===== config.mk =====
export PLATFORM = sky130hd
export DESIGN_NAME = access_arbiter
export DESIGN_NICKNAME = d
export VERILOG_FILES = /design/src/rtl/access_arbiter.sv
export SDC_FILE = /design/constraint.sdc
export NUM_CORES = 1
export LEC_CHECK = 0
export CORE_UTILIZATION = 45
export CTS_BUF_LIST = sky130_fd_sc_hd__clkbuf_4
export DETAILED_ROUTE_END_ITERATION = 7
export PLACE_DENSITY = 0.82
export SYNTH_ARGS = -nofsm -noshare
export SYNTH_HDL_FRONTEND = slang
export SYNTH_SLANG_ARGS = --single-unit

===== constraint.sdc =====
create_clock -name clk -period 2.1 [get_ports clk]
set_input_delay 0.42 -clock clk [delete_from_list [all_inputs] [get_ports clk]]
set_output_delay 0.42 -clock clk [all_outputs]
set_load 0.02 [all_outputs]

===== src/rtl/access_arbiter.sv =====
// access_arbiter: round-robin front end for the password-checked
// even/odd access datapath, with failure lockout and confirm timeout.
module access_arbiter #(
  parameter int NREQ         = 4,
  parameter int PW_W         = 4,
  parameter int DATA_W       = 4,
  parameter int MAX_FAIL     = 3,
  parameter int LOCK_CYCLES  = 16,
  parameter int CONF_TIMEOUT = 8
) (
  input  logic                         clk,
  input  logic                         reset,
  input  logic [NREQ-1:0]              req,
  input  logic [NREQ-1:0]              confirm,
  input  logic [NREQ*PW_W-1:0]         pw_in,
  input  logic [NREQ*DATA_W-1:0]       data_in,
  input  logic [PW_W-1:0]              password,
  output logic [NREQ-1:0]              grant,
  output logic                         evenEnable,
  output logic                         oddEnable,
  output logic                         deny,
  output logic                         locked,
  output logic [$clog2(MAX_FAIL+1)-1:0] fail_count
);

  localparam int IW   = (NREQ > 1) ? $clog2(NREQ) : 1;
  localparam int FW   = $clog2(MAX_FAIL + 1);
  localparam int TMAX = (LOCK_CYCLES > CONF_TIMEOUT) ?
                        LOCK_CYCLES : CONF_TIMEOUT;
  localparam int TW   = (TMAX > 1) ? $clog2(TMAX) : 1;

  typedef enum logic [2:0] {
    IDLE,
    WAIT_CONF,
    CHECK,
    SERVE,
    LOCKOUT
  } state_t;

  state_t        state, stateN;
  logic [IW-1:0] gIdx, gIdxN;
  logic [IW-1:0] ptr, ptrN;
  logic [TW-1:0] timer, timerN;
  logic [PW_W-1:0] pwQ, pwN;
  logic          dataBit, dataBitN;
  logic [FW-1:0] failQ, failN;
  logic          denyQ, denyN;

  logic [IW-1:0] pick;
  logic [IW-1:0] nextPtr;
  logic [FW-1:0] failInc;
  int            cand;

  // Descending scan so the smallest offset from ptr wins.
  always_comb begin
    pick = '0;
    cand = 0;
    for (int k = NREQ - 1; k >= 0; k--) begin
      cand = int'(ptr) + k;
      if (cand >= NREQ) cand = cand - NREQ;
      if (req[cand]) pick = IW'(cand);
    end
  end

  assign nextPtr = (gIdx == IW'(NREQ - 1)) ? '0 : IW'(gIdx + 1'b1);
  assign failInc = failQ + 1'b1;

  always_comb begin
    stateN   = state;
    gIdxN    = gIdx;
    ptrN     = ptr;
    timerN   = timer;
    pwN      = pwQ;
    dataBitN = dataBit;
    failN    = failQ;
    denyN    = 1'b0;
    case (state)
      IDLE: begin
        if (|req) begin
          gIdxN  = pick;
          timerN = '0;
          stateN = WAIT_CONF;
        end
      end
      WAIT_CONF: begin
        if (!req[gIdx]) begin
          ptrN   = nextPtr;
          stateN = IDLE;
        end else if (confirm[gIdx]) begin
          pwN      = pw_in[int'(gIdx)*PW_W +: PW_W];
          dataBitN = data_in[int'(gIdx)*DATA_W];
          stateN   = CHECK;
        end else if (timer == TW'(CONF_TIMEOUT - 1)) begin
          ptrN   = nextPtr;
          stateN = IDLE;
        end else begin
          timerN = timer + 1'b1;
        end
      end
      CHECK: begin
        if (pwQ == password) begin
          failN  = '0;
          stateN = SERVE;
        end else begin
          denyN  = 1'b1;
          failN  = failInc;
          ptrN   = nextPtr;
          timerN = '0;
          stateN = (failInc == FW'(MAX_FAIL)) ? LOCKOUT : IDLE;
        end
      end
      SERVE: begin
        if (!req[gIdx]) begin
          ptrN   = nextPtr;
          stateN = IDLE;
        end
      end
      LOCKOUT: begin
        if (timer == TW'(LOCK_CYCLES - 1)) begin
          failN  = '0;
          stateN = IDLE;
        end else begin
          timerN = timer + 1'b1;
        end
      end
      default: stateN = IDLE;
    endcase
  end

  always_ff @(posedge clk or posedge reset) begin
    if (reset) begin
      state   <= IDLE;
      gIdx    <= '0;
      ptr     <= '0;
      timer   <= '0;
      pwQ     <= '0;
      dataBit <= 1'b0;
      failQ   <= '0;
      denyQ   <= 1'b0;
    end else begin
      state   <= stateN;
      gIdx    <= gIdxN;
      ptr     <= ptrN;
      timer   <= timerN;
      pwQ     <= pwN;
      dataBit <= dataBitN;
      failQ   <= failN;
      denyQ   <= denyN;
    end
  end

  always_comb begin
    grant = '0;
    if (state == WAIT_CONF || state == CHECK || state == SERVE)
      grant[gIdx] = 1'b1;
  end

  assign evenEnable = (state == SERVE) && !dataBit;
  assign oddEnable  = (state == SERVE) && dataBit;
  assign locked     = (state == LOCKOUT);
  assign deny       = denyQ;
  assign fail_count = failQ;

endmodule

==> results.json <==
{
  "outcome": "finished, violations left",
  "violations": "DRC",
  "max-clock-path-buffers": 2,
  "gp_congestion": 0.858,
  "antenna_found_initial": 0,
  "powerDensity_mw_per_mm2": 1220,
  "synth_edf_count": 0,
  "cp-end-kind": "register",
  "grt_pass1_wl_um": 6170,
  "max-slew-margin-rel_pct": 56.4,
  "hold_viol_final": 0,
  "start_kind": "primary input",
  "die-area_sq_mm": 0.00335,
  "critical_path_class": "primary input to register",
  "fin_crit_sh_pct": 95.0,
  "r2r_cells": 5,
  "ys_seq_area_share_pct": 33.8,
  "ctsHoldBuffers": 0,
  "grt_pass1_vias": 1399,
  "stdcell_count": 222,
  "num_antenna_cells": 0,
  "cts_root_buf": "clkbuf_4",
  "fp-row-count": 19,
  "cp.required_ps": 2300,
  "netlist_area_sq_mm": 0.00141,
  "grt.overflow.total": 0,
  "synth_seq_cells": 19,
  "antenna_left": 0,
  "drive_gt1_share_pct": 20.9,
  "cts-buffers-inserted": 3,
  "area_growth_pct": 41.7,
  "fin_skew_ps": 1.77,
  "grt_setup_unrepaired": "false",
  "arrival_ps": 2200,
  "synth_nets": 188,
  "cts_resized": 13,
  "viasPerCell": 5.66,
  "setup_viol": 0,
  "syn_avg_cell_area_sq_um": 10.3,
  "htreeDepth": 1,
  "post-cts-setup-buffer-count": 0,
  "dr.pass1.iters": 8,
  "ioPinCount": 56,
  "dp_cells": 218,
  "post-route-drc-count": 1,
  "hold_path.class": "primary input to asynchronous set/reset pin",
  "netlist_instances": 136,
  "cts_tree": "built",
  "wl_per_cell_um": 15.9,
  "drv_slew": 0,
  "chipWidth_um": 57.9,
  "core_area_sq_mm": 0.00285,
  "cts.sinks": 19,
  "power_leakage_nw": 0.889,
  "cts.clk_slew.worst_paths_ps": 110,
  "cap_violations": 0,
  "synth_async_sr_flop_share_pct": 100,
  "synth_cell_types": 44,
  "start_util_pct": 49.3,
  "peakVddDrop_uv": 836,
  "worst_slack_ps": 106,
  "portBuffers": 43,
  "worstSkewPairLatency_ps": 300,
  "tightest_slew_ps": 643,
  "nets": 244,
  "dieHeight_um": 57.9,
  "grt_max_degree": 20,
  "critPathMaxFanout": 5,
  "dpl_worst_slack_ps": -239,
  "vias": 1257,
  "wl_um": 3530,
  "hpwl_um": 2920,
  "ys_warn_count": 0,
  "fin_crit_ps": 1990,
  "drt_iter0_drc": 45,
  "synthFlopType": "dfrtp_1",
  "max_freq_ghz": 0.501,
  "grtUsageTotal_pct": 24.6
}
==> cell usage in the layout, fill, tap and decap left out, types with 2 or more instances in the layout <==
cell type / count
a21oi_1: 5
and2_1: 5
and3_1: 3
and3_4: 2
and3b_2: 2
buf_4: 11
clkbuf_4: 3
clkdlybuf4s50_1: 36
dfrtp_1: 16
dfrtp_2: 3
dlygate4sd2_1: 7
ha_1: 6
inv_1: 10
mux2_1: 5
mux2_4: 2
mux4_2: 7
nand2_1: 10
nand2b_1: 6
nand3_1: 3
nand3b_1: 2
nor2_1: 7
nor3b_1: 2
o21ai_1: 6
o22ai_1: 2
or3b_1: 2
xor2_1: 4
==> state kept, by name, indices dropped and copies added (netlist names) <==
register and flops:
deny 1, gIdx 2, pwQ 4, dataBit 1, state 3, timer 4, ptr 2, fail_count 2
==> power breakdown <==
part           leakage [nW]  internal [mW]  switching [mW]  total, mW
clock                0.0177         0.0712           0.120      0.191
combinational         0.639          0.786           0.747       1.53
sequential            0.233          0.532           0.180      0.713
==> layout make-up <==
cell class / instances / area (sq um)
clock inverters: 1 / 5.00
fillers: 219 / 862
repair buffers: 55 / 524
inverters: 10 / 37.5
flip-flops and latches: 19 / 479
multi-input cells: 103 / 883
clock buffers: 3 / 22.5
well taps: 31 / 38.8
==> layer usage <==
layer	share of wire (%)	GRT usage, %
met1	40	27.8
met2	52	42.9
met5	0	0
met4	3.1	13.3
met3	4.3	5.80
==> cells by family (layout without fill, tap and decap cells) <==
kind of cell,Yosys count,in the layout,synth area share (%)
muxes,15,15,18.1
AOI/OAI and AO/OA,25,25,12.3
buffers and inverters,14,69,4.01
DFF,19,19,33.8
and+or+nand+nor,53,53,24.0
adders and majority gates,6,6,5.34
xor gates and xnor gates,4,4,2.49
==> final timing paths <==
kind / start / endpoint / slack (ps)
worst min-delay path: reset / fail_count[1] / 420
max in group asynchronous: reset / gIdx[1] / 1460
worst max-delay path: req[0] / ptr[0] / 110
min in group clk: timer[0] / timer[0] / 520
worst min register to register: timer[0] / timer[0] / 520
worst max register to register: gIdx[1] / ptr[0] / 170
==> synth_stat cells (4+ instances only) <==
master    count  share of area (%)
inv_1        10                2.7
mux2_1        5                4.0
a21oi_1       5                1.8
nand2_1      10                2.7
nand2b_1      6                2.7
ha_1          6                5.3
mux4_2        7                 11
and2_1        5                2.2
xor2_1        4                2.5
nor2_1        8                2.1
o21ai_1       6                2.1
dfrtp_1      19                 34
==> stage by stage <==
stage	hold WS (ps)	instance area [sq um]	utilization, %	power (mW)	setup TNS, ps
detailed placement	508	1960	68.6	2.26	-2070
finish	418	1990	69.8	2.44	0
floorplan	371	1410	-	1.73	0
global route	449	1990	69.8	2.63	0
global placement	474	1960	68.6	2.16	-1450
CTS	421	1990	69.8	2.45	0
==> worst max-delay path, stage by stage <==
cell,delay [ps]
clkdlybuf4s50_1,480
mux4_2,510
and3_4,210
a21oi_4,140
nand4_4,110
mux2_4,320
Note: power is estimated with default switching activity, not from simulation.
